<file path="config.mk">
export PLATFORM = sky130hd
export DESIGN_NAME = axi4_wr_arbiter_flat
export DESIGN_NICKNAME = d
export VERILOG_FILES = /design/src/rtl/axi4_wr_arbiter_if.sv /design/src/rtl/axi4_wr_arbiter.sv /design/src/flat_wrapper.sv
export SDC_FILE = /design/constraint.sdc
export NUM_CORES = 1
export LEC_CHECK = 0
export ABC_AREA = 0
export CORE_AREA = 2 2 124 126
export DETAILED_ROUTE_END_ITERATION = 8
export DIE_AREA = 0 0 126 128
export PLACE_DENSITY_LB_ADDON = 0.2
export SLEW_MARGIN = 20
export SYNTH_ARGS = -nofsm -noshare
export SYNTH_HDL_FRONTEND = slang
export SYNTH_SLANG_ARGS = --single-unit
</file>
<file path="constraint.sdc">
create_clock -name aclk -period 2.5 [get_ports aclk]
set_input_delay 0.5 -clock aclk [delete_from_list [all_inputs] [get_ports aclk]]
set_output_delay 0.5 -clock aclk [all_outputs]
set_load 0.05 [all_outputs]
</file>
<file path="src/rtl/axi4_wr_arbiter_if.sv">
// One AXI4 write-channel bundle (AW, W, B). The master modport drives requests;
// the slave modport drives readies and responses.
interface axi4_wr_arbiter_if #(
    parameter int ADDRESS_WIDTH = 32,
    parameter int DATA_WIDTH    = 32
);
    logic                      awvalid;
    logic                      awready;
    logic [7:0]                awid;
    logic [7:0]                awlen;
    logic [ADDRESS_WIDTH-1:0]  awaddr;
    logic [2:0]                awsize;
    logic [1:0]                awburst;

    logic                      wvalid;
    logic                      wready;
    logic [DATA_WIDTH-1:0]     wdata;
    logic [DATA_WIDTH/8-1:0]   wstrb;
    logic                      wlast;

    logic                      bvalid;
    logic                      bready;
    logic [7:0]                bid;
    logic [1:0]                bresp;

    modport master (
        output awvalid, awid, awlen, awaddr, awsize, awburst,
        output wvalid, wdata, wstrb, wlast,
        output bready,
        input  awready, wready, bvalid, bid, bresp
    );

    modport slave (
        input  awvalid, awid, awlen, awaddr, awsize, awburst,
        input  wvalid, wdata, wstrb, wlast,
        input  bready,
        output awready, wready, bvalid, bid, bresp
    );
endinterface

</file>
<file path="src/rtl/axi4_wr_arbiter.sv">
// Two-master round-robin AXI4 write arbiter onto one slave port.
// One transaction in flight; s_wlast is generated from the latched awlen.
module axi4_wr_arbiter #(
    parameter int ADDRESS_WIDTH = 32,
    parameter int DATA_WIDTH    = 32
) (
    input  logic              aclk,
    input  logic              areset,
    axi4_wr_arbiter_if.slave  m0,
    axi4_wr_arbiter_if.slave  m1,
    axi4_wr_arbiter_if.master s,
    output logic              grant,
    output logic              busy,
    output logic              err_wlast
);

    typedef enum logic [1:0] {IDLE, ADDR, DATA, RESP} state_t;

    state_t     state;
    logic       last_grant;
    logic [7:0] beat_cnt;
    logic [7:0] awlen_q;
    logic       pick;

    logic                     sel_awvalid;
    logic [7:0]               sel_awid;
    logic [7:0]               sel_awlen;
    logic [ADDRESS_WIDTH-1:0] sel_awaddr;
    logic [2:0]               sel_awsize;
    logic [1:0]               sel_awburst;
    logic                     sel_wvalid;
    logic [DATA_WIDTH-1:0]    sel_wdata;
    logic [DATA_WIDTH/8-1:0]  sel_wstrb;
    logic                     sel_wlast;
    logic                     sel_bready;

    logic aw_hs;
    logic w_hs;
    logic b_hs;

    // Round-robin: on a tie the master that did not go last wins.
    always_comb begin
        if (m0.awvalid && m1.awvalid) begin
            pick = ~last_grant;
        end else begin
            pick = m1.awvalid;
        end
    end

    always_comb begin
        sel_awvalid = m0.awvalid;
        sel_awid    = m0.awid;
        sel_awlen   = m0.awlen;
        sel_awaddr  = m0.awaddr;
        sel_awsize  = m0.awsize;
        sel_awburst = m0.awburst;
        sel_wvalid  = m0.wvalid;
        sel_wdata   = m0.wdata;
        sel_wstrb   = m0.wstrb;
        sel_wlast   = m0.wlast;
        sel_bready  = m0.bready;
        if (grant) begin
            sel_awvalid = m1.awvalid;
            sel_awid    = m1.awid;
            sel_awlen   = m1.awlen;
            sel_awaddr  = m1.awaddr;
            sel_awsize  = m1.awsize;
            sel_awburst = m1.awburst;
            sel_wvalid  = m1.wvalid;
            sel_wdata   = m1.wdata;
            sel_wstrb   = m1.wstrb;
            sel_wlast   = m1.wlast;
            sel_bready  = m1.bready;
        end
    end

    // Slave side: every field is forced to zero outside its own phase.
    always_comb begin
        s.awvalid = 1'b0;
        s.awid    = '0;
        s.awlen   = '0;
        s.awaddr  = '0;
        s.awsize  = '0;
        s.awburst = '0;
        s.wvalid  = 1'b0;
        s.wdata   = '0;
        s.wstrb   = '0;
        s.wlast   = 1'b0;
        s.bready  = 1'b0;
        unique case (state)
            ADDR: begin
                s.awvalid = sel_awvalid;
                s.awid    = sel_awid;
                s.awlen   = sel_awlen;
                s.awaddr  = sel_awaddr;
                s.awsize  = sel_awsize;
                s.awburst = sel_awburst;
            end
            DATA: begin
                s.wvalid = sel_wvalid;
                s.wdata  = sel_wdata;
                s.wstrb  = sel_wstrb;
                s.wlast  = (beat_cnt == awlen_q);
            end
            RESP: begin
                s.bready = sel_bready;
            end
            default: begin
            end
        endcase
    end

    // Master side: only the granted master ever sees a ready or a response.
    always_comb begin
        m0.awready = 1'b0;
        m0.wready  = 1'b0;
        m0.bvalid  = 1'b0;
        m0.bid     = '0;
        m0.bresp   = '0;
        m1.awready = 1'b0;
        m1.wready  = 1'b0;
        m1.bvalid  = 1'b0;
        m1.bid     = '0;
        m1.bresp   = '0;
        unique case (state)
            ADDR: begin
                if (grant) m1.awready = s.awready;
                else       m0.awready = s.awready;
            end
            DATA: begin
                if (grant) m1.wready = s.wready;
                else       m0.wready = s.wready;
            end
            RESP: begin
                if (grant) begin
                    m1.bvalid = s.bvalid;
                    m1.bid    = s.bid;
                    m1.bresp  = s.bresp;
                end else begin
                    m0.bvalid = s.bvalid;
                    m0.bid    = s.bid;
                    m0.bresp  = s.bresp;
                end
            end
            default: begin
            end
        endcase
    end

    assign aw_hs = s.awvalid && s.awready;
    assign w_hs  = s.wvalid && s.wready;
    assign b_hs  = s.bvalid && s.bready;

    always_ff @(posedge aclk) begin
        if (areset) begin
            state      <= IDLE;
            grant      <= 1'b0;
            last_grant <= 1'b1;
            beat_cnt   <= 8'd0;
            err_wlast  <= 1'b0;
            busy       <= 1'b0;
        end else begin
            unique case (state)
                IDLE: begin
                    if (m0.awvalid || m1.awvalid) begin
                        grant <= pick;
                        state <= ADDR;
                        busy  <= 1'b1;
                    end
                end
                ADDR: begin
                    if (aw_hs) begin
                        awlen_q  <= sel_awlen;
                        beat_cnt <= 8'd0;
                        state    <= DATA;
                    end
                end
                DATA: begin
                    if (w_hs) begin
                        // Wraps only on the 256th beat, which is also the one that leaves DATA.
                        beat_cnt <= beat_cnt + 8'd1;
                        if (sel_wlast != s.wlast) err_wlast <= 1'b1;
                        if (s.wlast) state <= RESP;
                    end
                end
                RESP: begin
                    if (b_hs) begin
                        last_grant <= grant;
                        state      <= IDLE;
                        busy       <= 1'b0;
                    end
                end
                default: begin
                    state <= IDLE;
                    busy  <= 1'b0;
                end
            endcase
        end
    end

endmodule

</file>
<file path="src/flat_wrapper.sv">
// flat-port wrapper written by rule: the top's interface ports become plain ports
module axi4_wr_arbiter_flat 
#(
    parameter int ADDRESS_WIDTH = 32,
    parameter int DATA_WIDTH    = 32
)
  (aclk, areset, grant, busy, err_wlast, m0_awvalid, m0_awid, m0_awlen, m0_awaddr, m0_awsize, m0_awburst, m0_wvalid, m0_wdata, m0_wstrb, m0_wlast, m0_bready, m0_awready, m0_wready, m0_bvalid, m0_bid, m0_bresp, m1_awvalid, m1_awid, m1_awlen, m1_awaddr, m1_awsize, m1_awburst, m1_wvalid, m1_wdata, m1_wstrb, m1_wlast, m1_bready, m1_awready, m1_wready, m1_bvalid, m1_bid, m1_bresp, s_awvalid, s_awid, s_awlen, s_awaddr, s_awsize, s_awburst, s_wvalid, s_wdata, s_wstrb, s_wlast, s_bready, s_awready, s_wready, s_bvalid, s_bid, s_bresp);
  axi4_wr_arbiter_if #(.ADDRESS_WIDTH(ADDRESS_WIDTH), .DATA_WIDTH(DATA_WIDTH)) m0_i ();
  axi4_wr_arbiter_if #(.ADDRESS_WIDTH(ADDRESS_WIDTH), .DATA_WIDTH(DATA_WIDTH)) m1_i ();
  axi4_wr_arbiter_if #(.ADDRESS_WIDTH(ADDRESS_WIDTH), .DATA_WIDTH(DATA_WIDTH)) s_i ();
  input  logic aclk;
  input  logic areset;
  output logic grant;
  output logic busy;
  output logic err_wlast;
  input wire logic [$bits(m0_i.awvalid)-1:0] m0_awvalid;
  input wire logic [$bits(m0_i.awid)-1:0] m0_awid;
  input wire logic [$bits(m0_i.awlen)-1:0] m0_awlen;
  input wire logic [$bits(m0_i.awaddr)-1:0] m0_awaddr;
  input wire logic [$bits(m0_i.awsize)-1:0] m0_awsize;
  input wire logic [$bits(m0_i.awburst)-1:0] m0_awburst;
  input wire logic [$bits(m0_i.wvalid)-1:0] m0_wvalid;
  input wire logic [$bits(m0_i.wdata)-1:0] m0_wdata;
  input wire logic [$bits(m0_i.wstrb)-1:0] m0_wstrb;
  input wire logic [$bits(m0_i.wlast)-1:0] m0_wlast;
  input wire logic [$bits(m0_i.bready)-1:0] m0_bready;
  output wire logic [$bits(m0_i.awready)-1:0] m0_awready;
  output wire logic [$bits(m0_i.wready)-1:0] m0_wready;
  output wire logic [$bits(m0_i.bvalid)-1:0] m0_bvalid;
  output wire logic [$bits(m0_i.bid)-1:0] m0_bid;
  output wire logic [$bits(m0_i.bresp)-1:0] m0_bresp;
  input wire logic [$bits(m1_i.awvalid)-1:0] m1_awvalid;
  input wire logic [$bits(m1_i.awid)-1:0] m1_awid;
  input wire logic [$bits(m1_i.awlen)-1:0] m1_awlen;
  input wire logic [$bits(m1_i.awaddr)-1:0] m1_awaddr;
  input wire logic [$bits(m1_i.awsize)-1:0] m1_awsize;
  input wire logic [$bits(m1_i.awburst)-1:0] m1_awburst;
  input wire logic [$bits(m1_i.wvalid)-1:0] m1_wvalid;
  input wire logic [$bits(m1_i.wdata)-1:0] m1_wdata;
  input wire logic [$bits(m1_i.wstrb)-1:0] m1_wstrb;
  input wire logic [$bits(m1_i.wlast)-1:0] m1_wlast;
  input wire logic [$bits(m1_i.bready)-1:0] m1_bready;
  output wire logic [$bits(m1_i.awready)-1:0] m1_awready;
  output wire logic [$bits(m1_i.wready)-1:0] m1_wready;
  output wire logic [$bits(m1_i.bvalid)-1:0] m1_bvalid;
  output wire logic [$bits(m1_i.bid)-1:0] m1_bid;
  output wire logic [$bits(m1_i.bresp)-1:0] m1_bresp;
  output wire logic [$bits(s_i.awvalid)-1:0] s_awvalid;
  output wire logic [$bits(s_i.awid)-1:0] s_awid;
  output wire logic [$bits(s_i.awlen)-1:0] s_awlen;
  output wire logic [$bits(s_i.awaddr)-1:0] s_awaddr;
  output wire logic [$bits(s_i.awsize)-1:0] s_awsize;
  output wire logic [$bits(s_i.awburst)-1:0] s_awburst;
  output wire logic [$bits(s_i.wvalid)-1:0] s_wvalid;
  output wire logic [$bits(s_i.wdata)-1:0] s_wdata;
  output wire logic [$bits(s_i.wstrb)-1:0] s_wstrb;
  output wire logic [$bits(s_i.wlast)-1:0] s_wlast;
  output wire logic [$bits(s_i.bready)-1:0] s_bready;
  input wire logic [$bits(s_i.awready)-1:0] s_awready;
  input wire logic [$bits(s_i.wready)-1:0] s_wready;
  input wire logic [$bits(s_i.bvalid)-1:0] s_bvalid;
  input wire logic [$bits(s_i.bid)-1:0] s_bid;
  input wire logic [$bits(s_i.bresp)-1:0] s_bresp;
  assign m0_i.awvalid = m0_awvalid;
  assign m0_i.awid = m0_awid;
  assign m0_i.awlen = m0_awlen;
  assign m0_i.awaddr = m0_awaddr;
  assign m0_i.awsize = m0_awsize;
  assign m0_i.awburst = m0_awburst;
  assign m0_i.wvalid = m0_wvalid;
  assign m0_i.wdata = m0_wdata;
  assign m0_i.wstrb = m0_wstrb;
  assign m0_i.wlast = m0_wlast;
  assign m0_i.bready = m0_bready;
  assign m0_awready = m0_i.awready;
  assign m0_wready = m0_i.wready;
  assign m0_bvalid = m0_i.bvalid;
  assign m0_bid = m0_i.bid;
  assign m0_bresp = m0_i.bresp;
  assign m1_i.awvalid = m1_awvalid;
  assign m1_i.awid = m1_awid;
  assign m1_i.awlen = m1_awlen;
  assign m1_i.awaddr = m1_awaddr;
  assign m1_i.awsize = m1_awsize;
  assign m1_i.awburst = m1_awburst;
  assign m1_i.wvalid = m1_wvalid;
  assign m1_i.wdata = m1_wdata;
  assign m1_i.wstrb = m1_wstrb;
  assign m1_i.wlast = m1_wlast;
  assign m1_i.bready = m1_bready;
  assign m1_awready = m1_i.awready;
  assign m1_wready = m1_i.wready;
  assign m1_bvalid = m1_i.bvalid;
  assign m1_bid = m1_i.bid;
  assign m1_bresp = m1_i.bresp;
  assign s_awvalid = s_i.awvalid;
  assign s_awid = s_i.awid;
  assign s_awlen = s_i.awlen;
  assign s_awaddr = s_i.awaddr;
  assign s_awsize = s_i.awsize;
  assign s_awburst = s_i.awburst;
  assign s_wvalid = s_i.wvalid;
  assign s_wdata = s_i.wdata;
  assign s_wstrb = s_i.wstrb;
  assign s_wlast = s_i.wlast;
  assign s_bready = s_i.bready;
  assign s_i.awready = s_awready;
  assign s_i.wready = s_wready;
  assign s_i.bvalid = s_bvalid;
  assign s_i.bid = s_bid;
  assign s_i.bresp = s_bresp;
  axi4_wr_arbiter #(.ADDRESS_WIDTH(ADDRESS_WIDTH), .DATA_WIDTH(DATA_WIDTH)) u_core (.aclk(aclk), .areset(areset), .m0(m0_i), .m1(m1_i), .s(s_i), .grant(grant), .busy(busy), .err_wlast(err_wlast));
endmodule
</file>
==> qor.csv <==
metric;value;unit
floorplan.rows;45;
totalPowerFinal;6.31;mW
hold_viol;0;
dp_hpwl;12.9;mm
cts.clk_slew.worst_paths;60;ps
final_nets;861;
die_h;128;um
synth.area.top_cells;mux2i_1 30%, nor2b_1 19%, dfxtp_1 9.8%;
root_buffer;clkbuf_16;
core_area;0.0149;mm2
yosys_warnings;0;
synth_edf_count;8;
cts_num_sinks;22;
finalCritPeriodShare;93.3;%
end_kind;output port;
vias;3731;
via_per_inst;4.44;
cp-start-kind;flip-flop;
dr.max_layer_used;met4;
post_cts_resized;0;
cts_buffer_depth;2;
cts_setup_buffers;0;
grt_pass1_vias;3947;
finalWirelength;14.8;mm
p_per_area;791;mW/mm2
leakage;2.97;nW
synth_top_area_share;30.4;%
avgSynthCellArea;8.37;um2
wl_met3;1.16;mm
maxCapViolCount;0;
status;completed;
tritoncts;yes;
dpl_cell_area;0.00787;mm2
grt_overflow_total;0;
drc;0;
worstPathRequired;2000;ps
skew;4.21;ps
ios;323;
syn_to_final_growth;179;%
met1_length;5.23;mm
rsz0062_at_grt;false;
synth_common_cells;87 x mux2i_1, 87 x nor2b_1, 19 x and2_1, 19 x and3_1;
n_fill_cell;1309;
cts_max_level;1;
synth_top_area_cell;mux2i_1;
drive_above_1_share;33.7;%
slew_viol_final;0;
min_period;2330;ps
insertedDiodeCount;0;
syn_inst;342;
cts_buffers;3;
setup_violations;0;
die-area;0.0161;mm2
slew_headroom;56.8;%
io_buffers;322;
ir_drop;0.414;mV
grt_use_total;17.7;%
seqCellArea;524;um2
fmax;429;MHz
whs;491;ps
cp.arrival;1830;ps
netlist_area;0.00286;mm2
drt_iter0_drc;185;
wl_per_cell;17.6;um
grt_pass1_wl;22.6;mm
routed-wl-met2;8.02;mm
cp_max_fo;17;
stdcell_area;0.00797;mm2
synthArstFlopShare;0;%
synth_cell_types;32;
postCtsHoldBufs;0;
worst_pin_slew;647;ps
synthFlopType;dfxtp_1;
grt_max_degree;51;
firstDrtPassIters;4;
ys_ff_latch;22;
drtAntennaViolNets;0;
multi_input_area;0.00257;mm2
grt_antenna_before_repair;0;
clk_latency;260;ps
hold_class;reg2reg;
worstSetupPathType;reg2out;
start_util;19.3;%
routabilityCongestion;0.902;
die_x;126;um
yosysSeqAreaShare;18.2;%
syn_nets;549;
final cells by class:
type	instances	share of cell area (%)
multi-input cells	291	32.2
clock inverters	1	0.377
flip-flops and latches	22	6.57
repair buffers	332	56.7
clock buffers	3	0.941
inverters	4	0.188
well taps	188	2.95
power by group:
part	leakage [nW]	switching (mW)	internal [mW]
registers	0.187	0.0509	0.419
clock network	0.0511	0.133	0.318
logic	2.73	2.76	2.63
metrics by stage:
step | setup TNS [ps] | worst slack, ps | util (%) | cells
6_report | 0 | 167 | 53.6 | 841
3_5_place_dp | 0 | 200 | 52.9 | 837
4_1_cts | 0 | 152 | 53.6 | 841
5_1_grt | 0 | 111 | 53.6 | 841
2_1_floorplan | -23.6 | -23.6 | - | 342
3_3_place_gp | 0 | 297 | 52.9 | 837
metal layers:
layer | up-vias | GRT usage (%)
li1 | 1796 | -
met5 | - | 0
met1 | 1711 | 18.3
met2 | 200 | 35.1
met4 | 0 | 4.91
met3 | 24 | 4.13
flip-flops by register name, summed over array words and instances, names as in the netlist:
signal and count:
u_core.busy 1, u_core.awlen_q 8, u_core.last_grant 1, u_core.beat_cnt 8, u_core.state 2, u_core.err_wlast 1, u_core.grant 1
worst max-delay path, cell delays in order, from the launching register on:
cell     delay, ps
dfxtp_4        520
buf_4          290
mux2_1         400
and2_1         210
buf_12         150
cell usage in the layout, fill, tap and decap left out:
cell             count
clkdlybuf4s50_1    202
buf_12             122
mux2i_1             87
nor2b_2             52
nor2b_4             29
and3_1              19
and2_1              19
xor2_1              14
dfxtp_1             13
nor2_1              11
mux2_1               8
buf_4                8
edfxtp_1             8
nand2_1              7
nand4_1              7
nor2b_1              6
a21oi_1              5
ha_1                 5
inv_1                4
nand2b_1             3
clkbuf_16            3
nor4_1               2
o21ai_2              2
o21ai_0              2
or3_1                2
nor3_1               1
o21bai_1             1
nand3_1              1
o41ai_1              1
o21ai_1              1
or2_0                1
a21bo_2              1
o31ai_1              1
o21a_1               1
a32oi_1              1
ha_2                 1
bufinv_16            1
dfxtp_4              1
path summary, 6_finish.rpt:
| check | from | endpoint | slack [ps] | cells after the start |
|---|---|---|---|---|
| max | u_core.grant | s_awlen[7] | 170 | 4 |
| min | u_core.busy | u_core.busy | 490 | 2 |
| max reg2reg | u_core.state[1] | u_core.beat_cnt[2] | 520 | 7 |
| min reg2reg | u_core.busy | u_core.busy | 490 | 2 |
logic make-up (layout without fill, tap and decap cells):
family / Yosys count / after routing / synth area share [%]
AO/OA/AOI/OAI: 16 / 16 / 3.76
XOR/XNOR: 14 / 14 / 4.29
adder cells (fa/ha/maj): 6 / 6 / 2.62
buffers and inverters: 29 / 340 / 4.24
flip-flops: 22 / 22 / 18.2
multiplexers: 95 / 95 / 33.6
AND/OR/NAND/NOR: 160 / 160 / 33.3
Power figures use the tool's default switching activity.
